## src/rtl/horda_ctrl_if.sv

```systemverilog
// +----------------------------------------------------------------------------+
// | horda_ctrl_if : control/status bundle between the wave controller and      |
// |                 the rest of the game (pause, live flags, formation state). |
// | Revision      : 1.0                                                        |
// +----------------------------------------------------------------------------+
`default_nettype none

interface horda_ctrl_if #(
  parameter int N = 8
);
  logic         pausa;
  logic [N-1:0] vivo;
  logic [9:0]   x_base;
  logic [9:0]   y_base;
  logic         sentido;
  logic         passo;
  logic [3:0]   vivos;
  logic         onda_limpa;
  logic         invadiu;

  modport master (
    output pausa, vivo,
    input  x_base, y_base, sentido, passo, vivos, onda_limpa, invadiu
  );

  modport slave (
    input  pausa, vivo,
    output x_base, y_base, sentido, passo, vivos, onda_limpa, invadiu
  );
endinterface

`default_nettype wire

```

## src/rtl/horda_ctrl.sv

```systemverilog
// +----------------------------------------------------------------------------+
// | horda_ctrl : enemy-wave formation controller; shared tick, bounding-box    |
// |              scan, step/drop-reverse decision, speed-up and end flags.     |
// | Revision   : 1.0                                                           |
// +----------------------------------------------------------------------------+
`default_nettype none

module horda_ctrl #(
  parameter int COLS      = 4,
  parameter int ROWS      = 2,
  parameter int LARGURA   = 30,
  parameter int ALTURA    = 20,
  parameter int PASSO_COL = 50,
  parameter int PASSO_LIN = 40,
  parameter int DX        = 2,
  parameter int DY        = 20,
  parameter int X0        = 100,
  parameter int Y0        = 40,
  parameter int Y_LIMITE  = 440,
  parameter int DIV_MIN   = 100000,
  parameter int DIV_STEP  = 40000
) (
  input  wire logic     CLOCK_50,
  input  wire logic     resetInimigo,
  horda_ctrl_if.slave   bus
);

  localparam int N  = COLS * ROWS;
  localparam int IW = (N > 1)    ? $clog2(N)    : 1;
  localparam int CW = (COLS > 1) ? $clog2(COLS) : 1;
  localparam int RW = (ROWS > 1) ? $clog2(ROWS) : 1;

  localparam logic [23:0] PERIODO_RST = 24'(DIV_MIN + N * DIV_STEP);
  localparam logic [10:0] TELA_X      = 11'd640;

  typedef enum logic [1:0] {
    IDLE = 2'd0,
    SCAN = 2'd1,
    MOVE = 2'd2
  } state_t;

  state_t state;
  state_t state_next;

  logic [23:0]   tick;
  logic [23:0]   periodo;
  logic [IW-1:0] idx;
  logic [CW-1:0] col;
  logic [RW-1:0] row;
  logic [CW-1:0] cmin;
  logic [CW-1:0] cmax;
  logic [RW-1:0] rmax;
  logic [3:0]    cnt;

  logic [9:0] x_base;
  logic [9:0] y_base;
  logic       sentido;
  logic       passo;
  logic [3:0] vivos;
  logic       onda_limpa;
  logic       invadiu;

  logic        sticky;
  logic        count_en;
  logic        tick_done;
  logic        scan_last;
  logic        live;
  logic [10:0] x_right;
  logic [10:0] x_left;
  logic [10:0] y_bottom;
  logic        rule_clear;
  logic        rule_inv;
  logic        rule_drop_r;
  logic        rule_drop_l;

  assign bus.x_base     = x_base;
  assign bus.y_base     = y_base;
  assign bus.sentido    = sentido;
  assign bus.passo      = passo;
  assign bus.vivos      = vivos;
  assign bus.onda_limpa = onda_limpa;
  assign bus.invadiu    = invadiu;

  assign sticky    = onda_limpa | invadiu;
  assign count_en  = ~bus.pausa & ~sticky;
  assign tick_done = (tick == periodo - 24'd1);
  assign scan_last = (idx == IW'(N - 1));
  assign live      = bus.vivo[idx];

  // Bounds are widened to 11 bits so sums past 1023 never wrap.
  assign x_right  = {1'b0, x_base} + 11'(cmax * PASSO_COL) + 11'(LARGURA + DX);
  assign x_left   = {1'b0, x_base} + 11'(cmin * PASSO_COL);
  assign y_bottom = {1'b0, y_base} + 11'(rmax * PASSO_LIN) + 11'(ALTURA);

  assign rule_clear  = (cnt == 4'd0);
  assign rule_inv    = (y_bottom >= 11'(Y_LIMITE));
  assign rule_drop_r = sentido  & (x_right > TELA_X);
  assign rule_drop_l = ~sentido & (x_left < 11'(DX));

  always_ff @(posedge CLOCK_50 or posedge resetInimigo) begin
    if (resetInimigo) begin
      state <= IDLE;
    end else begin
      state <= state_next;
    end
  end

  always_comb begin
    state_next = state;
    case (state)
      IDLE:    if (count_en && tick_done) state_next = SCAN;
      SCAN:    if (scan_last) state_next = MOVE;
      MOVE:    state_next = IDLE;
      default: state_next = IDLE;
    endcase
  end

  always_ff @(posedge CLOCK_50 or posedge resetInimigo) begin
    if (resetInimigo) begin
      tick       <= 24'd0;
      periodo    <= PERIODO_RST;
      idx        <= '0;
      col        <= '0;
      row        <= '0;
      cmin       <= CW'(COLS - 1);
      cmax       <= '0;
      rmax       <= '0;
      cnt        <= 4'd0;
      x_base     <= 10'(X0);
      y_base     <= 10'(Y0);
      sentido    <= 1'b1;
      passo      <= 1'b0;
      vivos      <= 4'(N);
      onda_limpa <= 1'b0;
      invadiu    <= 1'b0;
    end else begin
      passo <= 1'b0;
      case (state)
        IDLE: begin
          if (count_en) begin
            if (tick_done) begin
              tick <= 24'd0;
              idx  <= '0;
              col  <= '0;
              row  <= '0;
              cmin <= CW'(COLS - 1);
              cmax <= '0;
              rmax <= '0;
              cnt  <= 4'd0;
            end else begin
              tick <= tick + 24'd1;
            end
          end
        end

        SCAN: begin
          if (live) begin
            cnt  <= cnt + 4'd1;
            rmax <= row;
            if (col < cmin) cmin <= col;
            if (col > cmax) cmax <= col;
          end
          idx <= idx + IW'(1);
          if (col == CW'(COLS - 1)) begin
            col <= '0;
            row <= row + RW'(1);
          end else begin
            col <= col + CW'(1);
          end
        end

        MOVE: begin
          vivos   <= cnt;
          periodo <= 24'(DIV_MIN) + 24'(cnt) * 24'(DIV_STEP);
          if (rule_clear) begin
            onda_limpa <= 1'b1;
          end else if (rule_inv) begin
            invadiu <= 1'b1;
          end else if (rule_drop_r || rule_drop_l) begin
            y_base  <= y_base + 10'(DY);
            sentido <= ~sentido;
            passo   <= 1'b1;
          end else begin
            x_base <= sentido ? x_base + 10'(DX) : x_base - 10'(DX);
            passo  <= 1'b1;
          end
        end

        default: ;
      endcase
    end
  end

endmodule

`default_nettype wire

```

## src/flat_wrapper.sv

```systemverilog
// flat-port wrapper written by rule: the top's interface ports become plain ports
module horda_ctrl_flat 
#(
  parameter int COLS      = 4,
  parameter int ROWS      = 2,
  parameter int LARGURA   = 30,
  parameter int ALTURA    = 20,
  parameter int PASSO_COL = 50,
  parameter int PASSO_LIN = 40,
  parameter int DX        = 2,
  parameter int DY        = 20,
  parameter int X0        = 100,
  parameter int Y0        = 40,
  parameter int Y_LIMITE  = 440,
  parameter int DIV_MIN   = 100000,
  parameter int DIV_STEP  = 40000
)
  (CLOCK_50, resetInimigo, bus_pausa, bus_vivo, bus_x_base, bus_y_base, bus_sentido, bus_passo, bus_vivos, bus_onda_limpa, bus_invadiu);
  horda_ctrl_if #(.N(8)) bus_i ();
  input  wire logic CLOCK_50;
  input  wire logic resetInimigo;
  input wire logic [$bits(bus_i.pausa)-1:0] bus_pausa;
  input wire logic [$bits(bus_i.vivo)-1:0] bus_vivo;
  output wire logic [$bits(bus_i.x_base)-1:0] bus_x_base;
  output wire logic [$bits(bus_i.y_base)-1:0] bus_y_base;
  output wire logic [$bits(bus_i.sentido)-1:0] bus_sentido;
  output wire logic [$bits(bus_i.passo)-1:0] bus_passo;
  output wire logic [$bits(bus_i.vivos)-1:0] bus_vivos;
  output wire logic [$bits(bus_i.onda_limpa)-1:0] bus_onda_limpa;
  output wire logic [$bits(bus_i.invadiu)-1:0] bus_invadiu;
  assign bus_i.pausa = bus_pausa;
  assign bus_i.vivo = bus_vivo;
  assign bus_x_base = bus_i.x_base;
  assign bus_y_base = bus_i.y_base;
  assign bus_sentido = bus_i.sentido;
  assign bus_passo = bus_i.passo;
  assign bus_vivos = bus_i.vivos;
  assign bus_onda_limpa = bus_i.onda_limpa;
  assign bus_invadiu = bus_i.invadiu;
  horda_ctrl #(.COLS(COLS), .ROWS(ROWS), .LARGURA(LARGURA), .ALTURA(ALTURA), .PASSO_COL(PASSO_COL), .PASSO_LIN(PASSO_LIN), .DX(DX), .DY(DY), .X0(X0), .Y0(Y0), .Y_LIMITE(Y_LIMITE), .DIV_MIN(DIV_MIN), .DIV_STEP(DIV_STEP)) u_core (.CLOCK_50(CLOCK_50), .resetInimigo(resetInimigo), .bus(bus_i));
endmodule
```

## config.mk

```make
export PLATFORM = sky130hd
export DESIGN_NAME = horda_ctrl_flat
export DESIGN_NICKNAME = d
export VERILOG_FILES = /design/src/rtl/horda_ctrl_if.sv /design/src/rtl/horda_ctrl.sv /design/src/flat_wrapper.sv
export SDC_FILE = /design/constraint.sdc
export NUM_CORES = 1
export LEC_CHECK = 0
export BUFFER_PORTS_ARGS = -buffer_cell sky130_fd_sc_hd__buf_2
export CORE_MARGIN = 2
export CORE_UTILIZATION = 35
export CTS_CLUSTER_SIZE = 28
export DETAILED_ROUTE_END_ITERATION = 12
export GPL_TIMING_DRIVEN = 0
export PLACE_DENSITY = 0.58
export SLEW_MARGIN = 10
export SYNTH_ARGS = -nofsm -noshare
export SYNTH_HDL_FRONTEND = slang
export SYNTH_SLANG_ARGS = --single-unit
```

## constraint.sdc

```tcl
create_clock -name CLOCK_50 -period 4.1 [get_ports CLOCK_50]
set_clock_uncertainty 0.1 [all_clocks]
set_input_delay 0.82 -clock CLOCK_50 [delete_from_list [all_inputs] [get_ports CLOCK_50]]
set_output_delay 0.82 -clock CLOCK_50 [all_outputs]
set_load 0.02 [all_outputs]
```

==> results.ini, run 1 <==
[status]
status=finished clean

[cells_and_area]
design_area_um2=6330
post-route-util_pct=40.3
fillerInstances=1544
area_growth_pct=13.8
layout-drive-gt1-share_pct=15.9
final_cells=844
nets=703
diodes=0

[cts]
cts_sinks=80
clk_path_buf_depth=2
clkLatencyLatePin_ns=0.34
cts-buffers-inserted=9
cts_max_level=3
cts_setup_buffers=0
cts_hold_buf=0
cts_resized=0
cts_tree=done
cts_root_buf=clkbuf_16
path_clk_slew_ns=0.06

[yosys]
synth_edf_count=0
yosys.area.top_type=dfrtp_1
synth_top_area_share_pct=29.2
syn_area_um2=5570
synthArstFlopShare_pct=100
yosysSeqAreaShare_pct=36.3
synth_ff_type=dfrtp_1
synthCells=574
synth_seq_cells=80
avgSynthCellArea_um2=9.70
synth_cell_types=67
synth_area_leaders=dfrtp_1, ha_1, dfstp_2
yosys_warnings=0

[detailed_routing]
vias=4240
drt_iter0_markers=141
drcViolationCount=0
wl_um=12000
drtPass1Iterations=5
via_per_inst=5.02
drtAntennaViolNets=0
wl_per_cell_um=14.3

[place]
hpwlAfterDp_um=9320
port_buffers=35
place.gp.congestion=0.859
dpl_cell_area_um2=6050
dp.cells=828

[power]
power.total_w=0.00215
irDropWorstVdd_mv=0.182
cellLeakagePower_nw=3.05
power.density_nw_per_um2=339

[sta]
period_share_pct=86.2
fin_setup_tns_ns=0
finalHoldViolations=0
maxSlewViolCount=0
maxSlewHeadroom_pct=27.1
tightest_slew_ns=1.07
rsz0062_at_grt=false
finalCriticalPeriod_ns=3.53
setup_viol=0
clock.fmax_mhz=283

[grt]
grt_overflow=0
grt_pass1_vias=4270
grt_max_degree=66
antenna_found_initial=0
track_usage_pct=15.4
grt_first_pass_wirelength_um=20700

[floorplanning]
die_y_um=130
dieWidth_um=130
core.rowCount=46
core_area_um2=15700
pin_count=39
dieArea_um2=16900
start_util_pct=35.4

[worst_setup_path]
cp-start-kind=flop
r2r-end=u_core.periodo[19]
path_class=reg2reg
cpLargestDelayFamily=adder cells
crit_path_end_kind=flop
setup.worst_path.start=u_core.cnt[3]
critPathArrivalTime_ns=3.70
critical_path_buf_inv_count=2
ff2ff_path_depth=12
timing.reg2reg.setup_slack_ns=0.57
path_cells=clkbuf_1 -> inv_1 -> ha_1 -> ha_1 -> ha_1 -> and2_1 -> a311o_1 -> a21oi_1 -> xnor2_1 -> nand2b_1 -> or3_1 -> a31oi_1
cp.required_ns=4.27
slowest_delay_ns=0.41
cpMostUsedCell=ha_1
r2r_start=u_core.cnt[3]
crit_fanout=6
worst_path_max_delay_cell=dfrtp_1

[flow_run]
maxCapViolations=0

[min_path]
min-delay-path-class=in2async

report_power, final:
group          internal [W]  total [W]  switching, W
Clock              0.000441   0.000781      0.000339
Sequential         0.000885   0.000964     0.0000792
Combinational      0.000188   0.000404      0.000216
stage by stage:
| step | hold WS, ns | worst slack [ns] |
|---|---|---|
| after floorplan | 0.341 | 0.847 |
| after global placement | 0.357 | 0.156 |
| after detailed placement | 0.361 | 0.596 |
| after CTS | 0.302 | 0.561 |
| after global routing | 0.313 | 0.383 |
| final | 0.304 | 0.566 |
layout make-up:
| class | count | area (um^2) | area share, % |
|---|---|---|---|
| multi-input combinational | 449 | 3350 | 52.9 |
| inverter | 35 | 134 | 2.11 |
| clock buffer | 11 | 253 | 3.99 |
| sequential | 80 | 2020 | 31.9 |
| clock inverter | 5 | 31.3 | 0.494 |
| tap | 216 | 270 | 4.27 |
| timing repair buffer | 36 | 203 | 3.20 |
| buffer | 12 | 70.1 | 1.11 |
worst register-to-register path, stage by stage (launching register included):
cell	delay, ns
dfrtp_1	0.41
clkbuf_1	0.31
inv_1	0.22
ha_1	0.32
ha_1	0.20
ha_1	0.33
and2_1	0.16
a311o_1	0.32
a21oi_1	0.22
xnor2_1	0.23
nand2b_1	0.11
or3_1	0.38
a31oi_1	0.16
metal layers:
layer,wire (um),global-route usage [%],vias up
met4,325,6.70,0
met5,0,0,-
li1,-,-,2114
met3,338,2.21,25
met1,5740,20.8,2031
met2,5620,24.7,70
kinds of logic (layout without fill, tap and decap cells):
group | Yosys count | in the layout | synth area share (%)
buffers and inverters | 47 | 99 | 3.62
flip-flops | 80 | 80 | 36.3
other | 1 | 3 | 0.0674
adder cells (fa/ha/maj) | 69 | 69 | 16.5
AND/OR/NAND/NOR | 185 | 185 | 17.2
multiplexers | 12 | 12 | 2.81
AO/OA/AOI/OAI | 116 | 116 | 13.5
XOR/XNOR | 64 | 64 | 10.1
sequential cells by signal, summed over array words and instances (netlist names), 2 cells and up:
register / flops
u_core.idx: 3
u_core.cmin: 2
u_core.bus.vivos: 4
u_core.periodo: 14
u_core.state: 2
u_core.bus.y_base: 8
u_core.bus.x_base: 9
u_core.tick: 24
u_core.cmax: 2
u_core.col: 2
u_core.cnt: 4
cell usage in the layout (no fill, tap or decap), types with 3 or more instances in the layout:
cell and count:
xor2_1 29, nand2_1 59, fa_1 7, nor4_1 8, nor2b_1 10, mux2i_1 4, mux2_2 5, conb_1 3
or3_1 10, buf_4 4, dfrtp_1 65, a21o_1 3, a31oi_1 3, o21bai_1 4, nor2_1 37, inv_1 34
nor3_1 7, nand2b_1 4, o21ai_0 39, o21a_1 4, xnor2_1 35, nand3_1 17, nand4_1 4, a21oi_1 29
and3_1 9, o31ai_1 10, dfstp_2 15, clkbuf_1 5, clkinv_2 3, buf_2 37, ha_1 62, and2_1 4
clkbuf_16 9
cells in the mapped netlist, types with 2 or more instances:
cell type  instances
a21oi_1           29
o21a_1             4
dfstp_2           15
mux2_2             5
mux2i_1            4
buf_2              2
nor3b_1            2
xnor2_1           35
nor2b_1           10
nand3_1           17
and3_1             9
buf_4              4
o41ai_1            2
xor2_1            29
nand4_2            2
nor4_2             2
o21bai_1           4
a31oi_1            3
nand2b_1           4
a211oi_1           2
nand4_1            4
or3_1             10
nor2_1            37
nand2_1           59
inv_1             35
ha_1              62
nor4_1             8
dfrtp_1           65
o32ai_1            2
nor3_1             7
a21o_1             3
o22ai_1            2
and2_1             4
o21ai_0           39
fa_1               7
mux4_2             2
clkbuf_1           5
o31ai_1           10
worst max path at each step:
stage | to | slack (ns) | depth (start not counted)
detailed placement | u_core.periodo[19] | 0.60 | 12
global placement | u_core.tick[15] | 0.16 | 2
CTS | u_core.periodo[19] | 0.56 | 12
global route | u_core.periodo[19] | 0.38 | 12
finish | u_core.periodo[19] | 0.57 | 12
floorplan | u_core.periodo[19] | 0.85 | 10
Note: power is estimated with default switching activity, not from simulation.
==> inputs of run 2 (changes only) <==
--- a/config.mk
+++ b/config.mk
@@ -6,12 +6,14 @@
 export NUM_CORES = 1
 export LEC_CHECK = 0
 export BUFFER_PORTS_ARGS = -buffer_cell sky130_fd_sc_hd__buf_2
+export CELL_PAD_IN_SITES_DETAIL_PLACEMENT = 1
+export CELL_PAD_IN_SITES_GLOBAL_PLACEMENT = 1
 export CORE_MARGIN = 2
 export CORE_UTILIZATION = 35
 export CTS_CLUSTER_SIZE = 28
 export DETAILED_ROUTE_END_ITERATION = 12
 export GPL_TIMING_DRIVEN = 0
-export PLACE_DENSITY = 0.58
+export PLACE_DENSITY = 0.69
 export SLEW_MARGIN = 10
 export SYNTH_ARGS = -nofsm -noshare
 export SYNTH_HDL_FRONTEND = slang
==> run 2 against run 1 <==
Against the previous run: wire length is 17% higher; global-route usage is 2.8 points higher; critical path depth stayed put; setup slack worse by 0.075 ns; register-to-register slack worse by 0.07 ns; first-iteration DRC count is 52% higher; sequential power hardly changed; critical path type unchanged; count of clock-buffer cells in the layout is 2 higher; cell area is 0.65% higher; worst hold slack better by 0.035 ns.
==> results.ini, run 2 (synthesis gave the netlist of run 1 again) <==
[status]
status=finished clean

[worst_setup_path]
crit_path_end_kind=flop
crit_fanout=6
path_class=reg2reg
critPathArrivalTime_ns=3.78
cp-start-kind=flop
cp.required_ns=4.27

[power]
p_int_w=0.00164
power_frac_clock_pct=39.6
power.total_w=0.00229
irDropWorstVdd_mv=0.173
p_sw_share_pct=28.4
pwr-share-comb_pct=18.3
switchingPower_w=0.000651
cellLeakagePower_nw=3.07
power.density_nw_per_um2=360
seqPwrFrac_pct=42.1

[cts]
path_clk_slew_ns=0.06
clk_path_buf_depth=2
cts_tree=done
cts_sinks=80
cts_hold_buf=0
cts-buffers-inserted=9
clkLatencyLatePin_ns=0.35
cts_max_level=3
cts_resized=0
cts_setup_buffers=0
cts_root_buf=clkbuf_16

[sta]
setup_viol=0
rsz0062_at_grt=false
tightest_slew_ns=0.997
finalCriticalPeriod_ns=3.61
clock.fmax_mhz=277
period_share_pct=88.0
setup_ws_ns=0.491
fin_setup_tns_ns=0
maxSlewViolCount=0
finalHoldViolations=0
maxSlewHeadroom_pct=31.8

[place]
hpwlAfterDp_um=10700
place.gp.congestion=0.801
dpl_cell_area_um2=6050
port_buffers=35
dp_worst_setup_slack_ns=0.504
dp.cells=828

[cells_and_area]
layout-drive-gt1-share_pct=15.6
largest_reg_flops=24
final_cells=844
diodes=0
multiInputGateArea_um2=3350
design_area_um2=6370
final_cell_mix=dfrtp_1, ha_1, nand2_1, o21ai_0
fillerInstances=1812
seq_area_um2=2020
nets=703
area_growth_pct=14.5
reg_top3=u_core.tick: 24 flops, u_core.periodo: 14 flops, u_core.bus.x_base: 9 flops
layout_commonest_cell=dfrtp_1
regMostFlops=u_core.tick

[grt]
grt_max_degree=59
antenna_found_initial=0
grt_first_pass_wirelength_um=24100
grt_overflow=0
grt_pass1_vias=4742
track_usage_pct=18.2

[detailed_routing]
drcViolationCount=0
wl_um=14100
wl_met2_um=7120
wl_per_cell_um=16.7
drtAntennaViolNets=0
top_layer_used=met4
via_per_inst=5.17
vias=4364
drtPass1Iterations=4
met1_length_um=6420
wl_met3_um=366
drt_iter0_markers=215

[floorplanning]
dieWidth_um=130
die_y_um=130
core.rowCount=46
dieArea_um2=16900
pin_count=39
start_util_pct=35.4
core_area_um2=15700

[min_path]
min-delay-path-class=in2async

[flow_run]
maxCapViolations=0

run 2: cell count changes in the layout (fill, tap and decap cells not counted):
cell | before | now
clkbuf_1 | 5 | 7
bufinv_16 | 0 | 2
clkinv_2 | 3 | 1
clkinv_4 | 1 | 0
clkinvlp_4 | 1 | 0
run 2: power by group through the flow:
| stage | combinational, W | clock [W] | sequential, W |
|---|---|---|---|
| 2_1_floorplan | 0.000326 | 0 | 0.000956 |
| 3_3_place_gp | 0.000398 | 0 | 0.000975 |
| 3_5_place_dp | 0.000423 | 0 | 0.000979 |
| 4_1_cts | 0.000427 | 0.000922 | 0.000965 |
| 5_1_grt | 0.000484 | 0.000958 | 0.000977 |
| 6_report | 0.000420 | 0.000908 | 0.000964 |
run 2: per-layer routing:
layer / vias to the layer above / GRT usage (%)
li1: 2120 / -
met1: 2181 / 23.2
met2: 47 / 31.5
met3: 16 / 3.28
met4: 0 / 5.50
met5: - / 0
run 2: worst max-delay path, cell delays in order (launching register included):
cell and delay (ns):
dfrtp_1 0.41, clkbuf_1 0.33, inv_1 0.22, ha_1 0.33, ha_1 0.20, ha_1 0.33
and2_1 0.16, a311o_1 0.33, a21oi_1 0.23, xnor2_1 0.24, nand2b_1 0.11, or3_1 0.37
a31oi_1 0.16
run 2: cell type report:
class | instances | share of cell area [%]
timing repair buffer | 36 | 3.18
buffer | 12 | 1.10
inverter | 35 | 2.10
multi-input combinational | 449 | 52.6
clock inverter | 3 | 1.02
sequential | 80 | 31.7
tap | 216 | 4.24
clock buffer | 13 | 4.08
run 2: per-stage QoR:
stage,hold slack (ns),utilization (%)
final,0.339,40.6
after CTS,0.337,40.6
after global routing,0.347,40.6
after detailed placement,0.369,38.5
after global placement,0.359,38.3
after floorplan,0.341,-
run 2: final timing paths:
kind	startpoint	endpoint	slack [ns]	depth (start not counted)
max	u_core.cnt[3]	u_core.periodo[19]	0.49	12
min	resetInimigo	u_core.bus.x_base[3]	0.34	2
max reg2reg	u_core.cnt[3]	u_core.periodo[19]	0.49	12
min reg2reg	u_core.periodo[17]	u_core.periodo[17]	0.37	2
max in group asynchronous	resetInimigo	u_core.periodo[17]	2.90	3
min in group CLOCK_50	u_core.periodo[17]	u_core.periodo[17]	0.37	2
==> inputs of run 3 (changes only) <==
--- a/config.mk
+++ b/config.mk
@@ -10,9 +10,9 @@
 export CELL_PAD_IN_SITES_GLOBAL_PLACEMENT = 1
 export CORE_MARGIN = 2
 export CORE_UTILIZATION = 35
+export CTS_BUF_LIST = sky130_fd_sc_hd__clkbuf_16
 export CTS_CLUSTER_SIZE = 28
 export DETAILED_ROUTE_END_ITERATION = 12
-export GPL_TIMING_DRIVEN = 0
 export PLACE_DENSITY = 0.69
 export SLEW_MARGIN = 10
 export SYNTH_ARGS = -nofsm -noshare
==> run 3 against run 2 <==
Against the previous run: cell area shrank 1.6%; flip-flop and latch count did not move; power decreased by 5.9%; sequential share of layout area increased by 0.51 points; critical path depth down 2; non-clock buffer count decreased by 8; count of clock-buffer cells in the layout shrank 4; register-to-register slack gained 0.06 ns; clock power decreased by 14%; largest power group unchanged; highest routed layer unchanged.
==> results.ini, run 3 (synthesis gave the netlist of run 1 again) <==
[power]
cellLeakagePower_nw=3.01
irDropWorstVdd_mv=0.186
power.density_nw_per_um2=344

[cts]
cts_root_buf=clkbuf_16
cts_sinks=80
clkLatencyLatePin_ns=0.36
path_clk_slew_ns=0.07
cts_max_level=3
cts_hold_buf=0
cts_tree=done
cts_setup_buffers=0
cts-buffers-inserted=9
cts_resized=0
clk_path_buf_depth=2

[detailed_routing]
wl_um=13400
drt_iter0_markers=144
wl_per_cell_um=16.0
top_layer_used=met4
drtAntennaViolNets=0
wl_met3_um=277
via_per_inst=5.14
vias=4300
drcViolationCount=0
met1_length_um=6270
wl_met2_um=6540
drtPass1Iterations=4

[worst_setup_path]
worst_path_max_delay_cell=fa_1
cp.required_ns=4.28
cpMostUsedCell=ha_1
critical_path_buf_inv_count=0
cp-start-kind=flop
path_cells=fa_1 -> ha_1 -> ha_1 -> a21o_1 -> a311o_1 -> a21oi_1 -> xnor2_1 -> nand2b_1 -> or3_1 -> a31oi_1
critPathArrivalTime_ns=3.73
crit_path_end_kind=flop
crit_fanout=9
path_class=reg2reg
cpLargestDelayFamily=adder cells
slowest_delay_ns=0.53
timing.reg2reg.setup_slack_ns=0.55

[grt]
grt_pass1_vias=4613
grt_first_pass_wirelength_um=22800
grt_max_degree=58
antenna_found_initial=0
track_usage_pct=17.1
grt_overflow=0

[cells_and_area]
diodes=0
layout-drive-gt1-share_pct=15.8
regMostFlops=u_core.tick
post-route-util_pct=39.9
largest_reg_flops=24
reg_top3=u_core.tick: 24 flops, u_core.periodo: 14 flops, u_core.bus.x_base: 9 flops
seq_area_um2=2020
final_cell_mix=dfrtp_1, ha_1, nand2_1, o21ai_0, nor2_1
layout_commonest_cell=dfrtp_1
multiInputGateArea_um2=3360
fillerInstances=1802
area_growth_pct=12.7
design_area_um2=6270
nets=695

[place]
port_buffers=35
dpl_cell_area_um2=5990
dp_worst_setup_slack_ns=0.570
place.gp.congestion=0.783
hpwlAfterDp_um=10200

[floorplanning]
die_y_um=130
core.rowCount=46
pin_count=39
dieArea_um2=16900
start_util_pct=35.4
core_area_um2=15700
dieWidth_um=130

[sta]
maxSlewHeadroom_pct=29.9
finalCriticalPeriod_ns=3.55
timing.hold.ws_ns=0.363
setup_ws_ns=0.553
period_share_pct=86.5
rsz0062_at_grt=false
clock.fmax_mhz=282
finalHoldViolations=0
setup_viol=0
fin_setup_tns_ns=0
tightest_slew_ns=1.05
maxSlewViolCount=0

[min_path]
min-delay-path-class=reg2reg

[flow_run]
maxCapViolations=0

[status]
status=finished clean

[run 3: cell types whose count changed in the layout (fill, tap and decap cells not counted), sizes merged]
cell	delta
clkbuf	-9
buf	-3
clkinv	+3
bufinv	-2
clkinvlp	+2
inv	+1
[run 3: path summary, 6_finish.rpt]
kind / start / end / depth (start not counted)
max reg2reg: u_core.cnt[1] / u_core.periodo[19] / 10
max: u_core.cnt[1] / u_core.periodo[19] / 10
max in group asynchronous: resetInimigo / u_core.bus.vivos[3] / 3
min reg2reg: u_core.periodo[17] / u_core.periodo[17] / 2
min: u_core.periodo[17] / u_core.periodo[17] / 2
min in group asynchronous: resetInimigo / u_core.bus.passo / 2
[run 3: routing by layer]
metal  GRT usage [%]  up-vias
li1                -     2098
met1            21.8     2142
met2            29.4       44
met3            2.46       16
met4            6.77        0
met5               0        -
[run 3: worst register-to-register path, stage by stage (launching register included)]
cell      delay (ns)
dfrtp_1         0.51
fa_1            0.53
ha_1            0.31
ha_1            0.31
a21o_1          0.20
a311o_1         0.36
a21oi_1         0.24
xnor2_1         0.24
nand2b_1        0.12
or3_1           0.38
a31oi_1         0.17
[run 3: power by group]
part	leakage [nW]	internal (W)	switching, W
logic	1.88	0.000185	0.000225
registers	0.994	0.000885	0.0000801
clock network	0.132	0.000416	0.000368
[run 3: final cells by class]
cell class / instances / share of cell area, %
Clock inverter: 7 / 0.878
Clock buffer: 9 / 3.59
Inverter: 35 / 2.11
Sequential cell: 80 / 32.2
Tap cell: 216 / 4.31
Multi-Input combinational cell: 449 / 53.5
Timing Repair Buffer: 40 / 3.39
[run 3: stage by stage]
stage,total power [W],instances
after CTS,0.00219,836
final,0.00216,836
after floorplan,0.00128,576
after global routing,0.00229,836
after global placement,0.00137,820
after detailed placement,0.00139,820
